<file path="src/rtl/serial_subtractor.sv">
// Bit-serial unsigned subtractor: a - b computed LSB first as a + ~b + 1.
// Result and borrow are held until the next completed operation.
module serial_subtractor #(
    parameter int WIDTH = 4
) (
    input  logic             clk,
    input  logic             rst,
    input  logic             start,
    input  logic [WIDTH-1:0] a,
    input  logic [WIDTH-1:0] b,
    output logic [WIDTH-1:0] diff,
    output logic             borrow,
    output logic             busy,
    output logic             done
);

    localparam logic [1:0] IDLE  = 2'd0;
    localparam logic [1:0] SHIFT = 2'd1;
    localparam logic [1:0] DONE  = 2'd2;

    localparam int CW = $clog2(WIDTH + 1);

    logic [1:0]       state;
    logic [WIDTH-1:0] a_sr;
    logic [WIDTH-1:0] b_sr;
    logic [WIDTH-1:0] res_sr;
    logic [CW-1:0]    cnt;
    logic             carry;

    logic             nb;
    logic             res_bit;
    logic             carry_nx;
    logic [WIDTH-1:0] res_nx;

    assign nb       = ~b_sr[0];
    assign res_bit  = a_sr[0] ^ nb ^ carry;
    assign carry_nx = (a_sr[0] & nb) | (a_sr[0] & carry) | (nb & carry);
    assign res_nx   = {res_bit, res_sr[WIDTH-1:1]};

    always_ff @(posedge clk) begin
        if (rst) begin
            state  <= IDLE;
            a_sr   <= '0;
            b_sr   <= '0;
            res_sr <= '0;
            cnt    <= '0;
            carry  <= 1'b0;
            diff   <= '0;
            borrow <= 1'b0;
            busy   <= 1'b0;
            done   <= 1'b0;
        end else begin
            // busy/done are registered views of the state, one cycle behind
            busy <= (state != IDLE);
            done <= (state == DONE);
            case (state)
                IDLE: begin
                    if (start) begin
                        a_sr  <= a;
                        b_sr  <= b;
                        carry <= 1'b1;
                        cnt   <= '0;
                        state <= SHIFT;
                    end
                end
                SHIFT: begin
                    a_sr   <= a_sr >> 1;
                    b_sr   <= b_sr >> 1;
                    res_sr <= res_nx;
                    carry  <= carry_nx;
                    cnt    <= cnt + 1'b1;
                    if (cnt == CW'(WIDTH - 1)) begin
                        state  <= DONE;
                        diff   <= res_nx;
                        borrow <= ~carry_nx;
                    end
                end
                DONE: begin
                    state <= IDLE;
                end
                default: begin
                    state <= IDLE;
                end
            endcase
        end
    end

endmodule

</file>
<file path="config.mk">
export PLATFORM = sky130hd
export DESIGN_NAME = serial_subtractor
export DESIGN_NICKNAME = d
export VERILOG_FILES = /design/src/rtl/serial_subtractor.sv
export SDC_FILE = /design/constraint.sdc
export NUM_CORES = 1
export LEC_CHECK = 0
export BUFFER_PORTS_ARGS = -buffer_cell sky130_fd_sc_hd__buf_2
export CORE_ASPECT_RATIO = 0.7
export CORE_UTILIZATION = 50
export DETAILED_ROUTE_END_ITERATION = 10
export HOLD_SLACK_MARGIN = 0.1
export PLACE_DENSITY = 0.73
export SLEW_MARGIN = 10
export SYNTH_ARGS = -nofsm -noshare
export SYNTH_HDL_FRONTEND = slang
export SYNTH_SLANG_ARGS = --single-unit
export TNS_END_PERCENT = 100
</file>
<file path="constraint.sdc">
create_clock -name clk -period 1.7 [get_ports clk]
set_input_delay 0.085 -clock clk [delete_from_list [all_inputs] [get_ports clk]]
set_output_delay 0.085 -clock clk [all_outputs]
set_load 0.02 [all_outputs]
</file>
After elaboration in Yosys (flattened, before gate mapping)
Cells that the tools add are included.
Storage, ports and cells
  bits in registers: 25
  latch bits: 0
  memory bits (writable): 0
  memory bits (read-only): 0
  bits of input ports: 11
  output and inout port bits: 7
  word-level logic and storage cells: 42
  memories kept: 0
Cells by class
  add/subtract/negate cells: 1
  $mul: 0
  div/mod/pow operators: 0
  order comparisons: 0
  equal/unequal tests: 5
  shift operators: 0
  multiplexer cells: 11
  bitwise gates (word level): 9
  reduce and logical (&&, ||, !) cells: 6
Operator list (count)
  $pmux W4 S2: 2
  $mux W4: 2
  $pmux W3 S2: 1
  $reduce_and A2 Y1: 3
  $mux W2: 2
  $ne A2 B2 Y1 const B: 2
  $pmux W2 S2: 1
  $reduce_bool A2 Y1: 2
  $add A3 B1 Y3 const B: 1
  $and A1 B1 Y1: 3
  $eq A3 B2 Y1 const B: 1
  $mux W3: 1
  $eq A2 B1 Y1 const B: 1
  $eq A2 B2 Y1 const B: 1
  $logic_not A2 Y1: 1
  $not A1 Y1: 2
  $or A1 B1 Y1: 2
  $pmux W1 S2: 1
  $xor A1 B1 Y1: 2
  $mux W1: 1

Logic depth before layout (Yosys ltp)
Gate-level depths: netlist of run 1.
  word-level depth: 5
  depth in mapped cells: 6
  depth with buffers taken out: 5

Least setup slack after synthesis of run 1
Ideal clock, no wire load.
  path kind: reg2reg
  start: register cnt[0]
  end: register diff[0]
  setup time: 71 ps
  arrival: 1131 ps
  required time: 1629 ps
  slack: 498 ps
  stages on the path, launching flop included: 7
  buffers on the path: 1
  period minus slack after synthesis: 1202 ps
  cells stage by stage: dfxtp_1 -> ha_1 -> ha_1 -> buf_2 -> nand3b_1 -> nand2_1 -> a21oi_1
On the way
  cells in the longest elaborated chain, start to end: 2
RTL lines
  start, declared: line 27  | logic [CW-1:0] cnt;
  start signal, assigned: line 71  | cnt <= cnt + 1'b1;
  $eq A3 B2 Y1: line 72  | if (cnt == CW'(WIDTH - 1)) begin
  $reduce_and A2 Y1 (no source line)
  end signal, assigned: line 74  | diff <= res_nx;
  end, declared: line 11  | output logic [WIDTH-1:0] diff,
No other way between the ends.
A chain may end at the register's enable or synchronous reset.

Worst setup path in the final report of run 1
  start: register cnt[0]
  end: register diff[1]
Same word-level chain as after synthesis.

==> impl_metrics.py, run 1 <==
metrics = {
    "timing": {
        "holdWs_ns": 0.118,
        "setup_violations": 0,
        "slew_headroom_pct": 72.4,
        "worst_slack_ns": 0.281,
        "fin_crit_sh_pct": 83.5,
        "fmax_mhz": 705,
        "hold_violations": 0,
        "tightest_slew_ns": 0.415,
        "rsz0062_at_grt": "no",
        "slew_viol_final": 0,
        "tns_ns": 0,
        "finClkSkew_ns": 0.00209,
        "period_needed_ns": 1.42,
    },
    "grt": {
        "gr-total-overflow": 0,
        "grt_pass1_vias": 688,
        "antenna_found_initial": 0,
        "grtUsageTotal_pct": 18.9,
        "grt_max_degree": 25,
        "grt_pass1_wl_um": 2990,
    },
    "yosys": {
        "syn_inst": 111,
        "synth_edf_count": 0,
        "syn_area_um2": 1010,
        "yosys_warnings": 0,
        "yosysSeqAreaShare_pct": 47.7,
        "ys.flop_type": "dfxtp_1",
        "ys_types": 28,
        "synth_nets": 125,
        "async_reset_ff_share_pct": 0,
        "ys_ff_latch": 24,
        "syn_area_per_cell_um2": 9.07,
    },
    "finish": {
        "drive_above_1_share_pct": 19.4,
        "nNetsFinal": 145,
        "fin_util_pct": 61.3,
        "final-instance-count-excl-fill": 151,
        "finish.instance_area_um2": 1150,
        "syn_to_final_growth_pct": 13.8,
        "diodes": 0,
    },
    "power": {
        "power_uw": 980,
        "power.leakage_nw": 0.460,
        "p_per_area_nw_per_um2": 855,
        "irDropWorstVdd_v": 0.000599,
    },
    "job": {
        "drv_cap": 0,
    },
    "setup_path": {
        "cp.arrival_ns": 1.61,
        "cpPeakStageDelay_ns": 0.37,
        "cp_cell_sequence": "ha_1 > ha_1 > nand3b_1 > nand2_1 > a21oi_1",
        "critPathMostFrequentCell": "ha_1",
        "crit_type": "flip-flop to flip-flop",
        "crit_fanout": 8,
        "end_kind": "flip-flop",
        "worstRegToRegCells": 5,
        "cp.depth": 5,
        "cp-start-kind": "flip-flop",
        "cp.buffers_inverters": 0,
        "cp_top_family": "adder cells",
        "crit_slowest_cell": "dfxtp_1",
        "crit_required_ns": 1.89,
    },
    "placed_design": {
        "dp_cells": 142,
        "gp_congestion": 0.719,
        "placed_cell_area_um2": 1060,
        "portBuffers": 17,
        "dp_hpwl_um": 1330,
        "dp_slack_ns": 0.281,
    },
    "route": {
        "routedWlPerCell_um": 12.5,
        "dr.pass1.iters": 4,
        "drt_iter0_drc": 21,
        "drt-total-wl_um": 1890,
        "dr_total_vias": 829,
        "drc": 0,
        "ant_nets": 0,
        "viasPerCell": 5.49,
    },
    "cts": {
        "cts.sinks": 24,
        "cts_tree": "built",
        "clk_pin_slew_ns": 0.12,
        "cts_root_buf": "clkbuf_4",
        "ctsResizeCount": 0,
        "post-cts-setup-buffers": 0,
        "clkLatencyLatePin_ns": 0.31,
        "cts_buffer_depth": 2,
        "tritoncts.num_buffers": 3,
        "htree_levels": 1,
    },
    "die": {
        "fp.dieW_um": 55.6,
        "dieHeight_um": 39.6,
        "std_cell_rows": 13,
        "dieArea_um2": 2200,
        "core_um2": 1870,
        "initial_core_util_pct": 53.8,
        "io_pins": 18,
    },
    "status": {
        "outcome": "finished, final reports clean",
    },
    "min_path": {
        "holdPathStages": 3,
        "hold_class": "primary input to flip-flop",
    },
}
[layout make-up]
class / instances / area [um2]
inverter: 7 / 26.3
multi-input combinational: 72 / 444
sequential: 24 / 480
clock buffer: 3 / 22.5
fill: 191 / 724
tap: 22 / 27.5
timing repair buffer: 23 / 145
[cell families after synthesis]
logic type / after synthesis / synth area share, %
adders and majority gates: 3 / 4.47
buffers and inverters: 15 / 8.20
and+or+nand+nor: 34 / 16.8
DFF: 24 / 47.7
muxes: 1 / 0.994
AOI/OAI and AO/OA: 34 / 21.9
[timing repair]
item | in CTS | in global routing
hold buffers | 6 | 0
setup endpoints to repair | 0 | 0
hold endpoints to repair | 6 | 0
[registers in the layout (all words and copies together) (netlist names)]
register  flops
cnt           3
a_sr          4
b_sr          4
borrow        1
diff          4
res_sr        3
done          1
state         2
carry         1
busy          1
[where the power goes]
| group | leakage, nW | internal [mW] | switching (mW) | total (mW) |
|---|---|---|---|---|
| clock network | 0.0138 | 0.0828 | 0.153 | 0.236 |
| registers | 0.196 | 0.591 | 0.0214 | 0.613 |
| logic | 0.249 | 0.0625 | 0.0685 | 0.131 |
[layout by cell type (no fill, tap or decap), drive strengths merged, types with 2 or more instances in the layout]
cell type / count
nand3: 6
buf: 17
ha: 2
a21oi: 15
inv: 7
nor3: 3
o22ai: 5
nand2: 11
dfxtp: 24
a211oi: 3
o21ai: 3
clkbuf: 3
dlygate4sd3: 6
o221a: 3
nor2: 7
nor2b: 2
nand2b: 2
[cell usage after synthesis (2+ instances only)]
cell      number  share of area (%)
a21oi_1       15                7.5
o221a_2        3                3.4
dfxtp_1       24                 48
nand2b_1       2                1.2
o21ai_0        3                1.5
nor3_1         3                1.5
clkbuf_1       2               0.75
nor2_1         7                2.6
ha_1           2                2.5
nand2_1       11                4.1
inv_1          7                2.6
buf_2          3                1.5
buf_6          3                3.4
o22ai_1        5                3.1
a211oi_1       3                2.2
nand3_1        6                3.0
[layer usage]
| metal | wire (um) | global-route usage (%) | share of wire [%] | vias to the layer above |
|---|---|---|---|---|
| li1 | - | - | - | 429 |
| met4 | 13 | 7.50 | 0.69 | 0 |
| met1 | 896 | 21.6 | 47 | 380 |
| met5 | 0 | 0 | 0 | - |
| met3 | 101 | 6.93 | 5.3 | 2 |
| met2 | 880 | 33.1 | 47 | 18 |
[final timing paths]
kind	start	end	slack [ns]
hold reg to reg	diff[2]$_SDFFE_PP0P_	diff[2]$_SDFFE_PP0P_	0.46
setup reg to reg	cnt[0]$_SDFFE_PP0P_	diff[1]$_SDFFE_PP0P_	0.28
setup / recovery	cnt[0]$_SDFFE_PP0P_	diff[1]$_SDFFE_PP0P_	0.28
hold / removal	a[1]	a_sr[1]$_SDFFE_PP0P_	0.12
[worst reg2reg max path, cell delays in order (launching register included)]
cell	delay, ns
dfxtp_1	0.37
ha_1	0.16
ha_1	0.33
nand3b_1	0.25
nand2_1	0.13
a21oi_1	0.07
No activity file was read; power rests on OpenSTA's default activity.
==> run 2: changes to the inputs <==
clock period = 1.45 ns   (was 1.7 ns; I/O delays follow)
==> impl_metrics.py, run 2 (synthesis results as in run 1) <==
metrics = {
    "die": {
        "std_cell_rows": 13,
        "dieArea_um2": 2200,
        "initial_core_util_pct": 53.8,
        "fp.dieW_um": 55.6,
        "core_um2": 1870,
        "io_pins": 18,
        "dieHeight_um": 39.6,
    },
    "setup_path": {
        "worstRegToRegCells": 5,
        "crit_required_ns": 1.65,
        "reg2reg_from": "cnt[0]$_SDFFE_PP0P_",
        "crit_fanout": 8,
        "r2r_setup_slack_ns": 0.12,
        "cp.arrival_ns": 1.53,
        "worstReg2RegEnd": "diff[2]$_SDFFE_PP0P_",
        "end_kind": "flip-flop",
        "crit_type": "flip-flop to flip-flop",
        "cp-start-kind": "flip-flop",
    },
    "finish": {
        "fillers": 172,
        "syn_to_final_growth_pct": 17.9,
        "final_cell_mix": "dfxtp_1, buf_2, a21oi_1, nand2_1",
        "regArea_um2": 480,
        "drive_above_1_share_pct": 21.8,
        "final-instance-count-excl-fill": 155,
        "multi_input_area_um2": 447,
        "finish.instance_area_um2": 1190,
        "fin_util_pct": 63.5,
        "reg_top3": "a_sr: 4 flops, b_sr: 4 flops, diff: 4 flops",
        "mostFrequentLayoutCell": "dfxtp_1",
        "nNetsFinal": 148,
        "diodes": 0,
    },
    "job": {
        "drv_cap": 0,
    },
    "cts": {
        "clkLatencyLatePin_ns": 0.31,
        "tritoncts.num_buffers": 3,
        "cts_buffer_depth": 2,
        "clk_pin_slew_ns": 0.13,
        "cts_root_buf": "clkbuf_4",
        "cts.sinks": 24,
        "cts_tree": "built",
        "htree_levels": 1,
        "post-cts-setup-buffers": 0,
    },
    "power": {
        "switching_share_pct": 24.9,
        "power.internal_uw": 925,
        "p_seq_share_pct": 58.4,
        "p_per_area_nw_per_um2": 1040,
        "p_sw_uw": 307,
        "irDropWorstVdd_v": 0.000947,
        "power_mw": 1.23,
        "p_clk_share_pct": 28.6,
        "power.leakage_nw": 0.480,
        "combPwrFrac_pct": 13.0,
    },
    "timing": {
        "fin_crit_sh_pct": 91.5,
        "slew_headroom_pct": 72.3,
        "setup_violations": 0,
        "tightest_slew_ns": 0.416,
        "hold_violations": 0,
        "rsz0062_at_grt": "no",
        "period_needed_ns": 1.33,
        "fmax_mhz": 754,
        "tns_ns": 0,
        "finClkSkew_ns": 0.00314,
        "slew_viol_final": 0,
    },
    "route": {
        "wl_met3_um": 89,
        "route.met2.wl_um": 892,
        "m1WireLength_um": 967,
        "drc": 0,
        "drt_iter0_drc": 38,
        "dr.pass1.iters": 4,
        "ant_nets": 0,
        "routedWlPerCell_um": 12.7,
        "viasPerCell": 5.56,
        "drt-total-wl_um": 1970,
        "highest_layer": "met4",
        "dr_total_vias": 862,
    },
    "min_path": {
        "holdPathEnd": "state[0]$_SDFFE_PP0P_",
        "hold_class": "primary input to flip-flop",
        "holdPathStages": 3,
        "hp-start": "start",
    },
    "grt": {
        "grt_pass1_vias": 764,
        "grt_max_degree": 25,
        "antenna_found_initial": 0,
        "gr-total-overflow": 0,
        "grt_pass1_wl_um": 3420,
        "grtUsageTotal_pct": 21.3,
    },
    "placed_design": {
        "portBuffers": 17,
        "dp_hpwl_um": 1410,
        "gp_congestion": 0.741,
        "placed_cell_area_um2": 1080,
        "dp_cells": 144,
    },
    "status": {
        "outcome": "finished, final reports clean",
    },
}
run 2: layout make-up:
| cell class | instances | share of cell area [%] |
|---|---|---|
| clock buffer | 4 | 3.06 |
| sequential | 24 | 40.5 |
| tap | 22 | 2.32 |
| inverter | 7 | 2.21 |
| multi-input combinational | 72 | 37.6 |
| timing repair buffer | 26 | 14.3 |
run 2: through the flow:
| stage | setup WS (ns) | hold WS [ns] |
|---|---|---|
| 4_1_cts | 0.00943 | 0.130 |
| 2_1_floorplan | 0.248 | 0.145 |
| 5_1_grt | 0.0114 | 0.155 |
| 3_3_place_gp | 0.133 | 0.341 |
| 3_5_place_dp | 0.0254 | 0.343 |
| 6_report | 0.124 | 0.145 |
run 2: worst max path at each step:
| stage | from | to | cells after the start |
|---|---|---|---|
| 5_1_grt | cnt[0]$_SDFFE_PP0P_ | diff[0]$_SDFFE_PP0P_ | 5 |
| 2_1_floorplan | cnt[0]$_SDFFE_PP0P_ | diff[0]$_SDFFE_PP0P_ | 6 |
| 4_1_cts | cnt[0]$_SDFFE_PP0P_ | diff[2]$_SDFFE_PP0P_ | 5 |
| 6_report | cnt[0]$_SDFFE_PP0P_ | diff[2]$_SDFFE_PP0P_ | 5 |
| 3_5_place_dp | cnt[0]$_SDFFE_PP0P_ | diff[2]$_SDFFE_PP0P_ | 5 |
| 3_3_place_gp | cnt[0]$_SDFFE_PP0P_ | diff[1]$_SDFFE_PP0P_ | 5 |
run 2: per-layer routing:
layer,track usage (%),vias to the layer above
li1,-,434
met1,27.5,403
met2,34.9,23
met3,6.93,2
met4,5.63,0
met5,0,-
run 2: power by group through the flow:
stage / clock, mW / combinational, mW / sequential, mW
finish: 0.352 / 0.160 / 0.720
global route: 0.389 / 0.182 / 0.725
CTS: 0.364 / 0.160 / 0.720
detailed placement: 0 / 0.146 / 0.735
global placement: 0 / 0.145 / 0.732
floorplan: 0 / 0.118 / 0.727
run 2: what timing repair did:
item,4_1_cts,5_1_grt
hold buffers,7,0
hold endpoints to repair,7,0
setup endpoints to repair,0,4
gates resized for setup,0,1
run 2: critical path, stage by stage (launching register included):
cell      delay (ns)
dfxtp_1         0.38
ha_1            0.17
ha_2            0.26
nand3b_1        0.21
nand2_1         0.13
a21oi_1         0.07
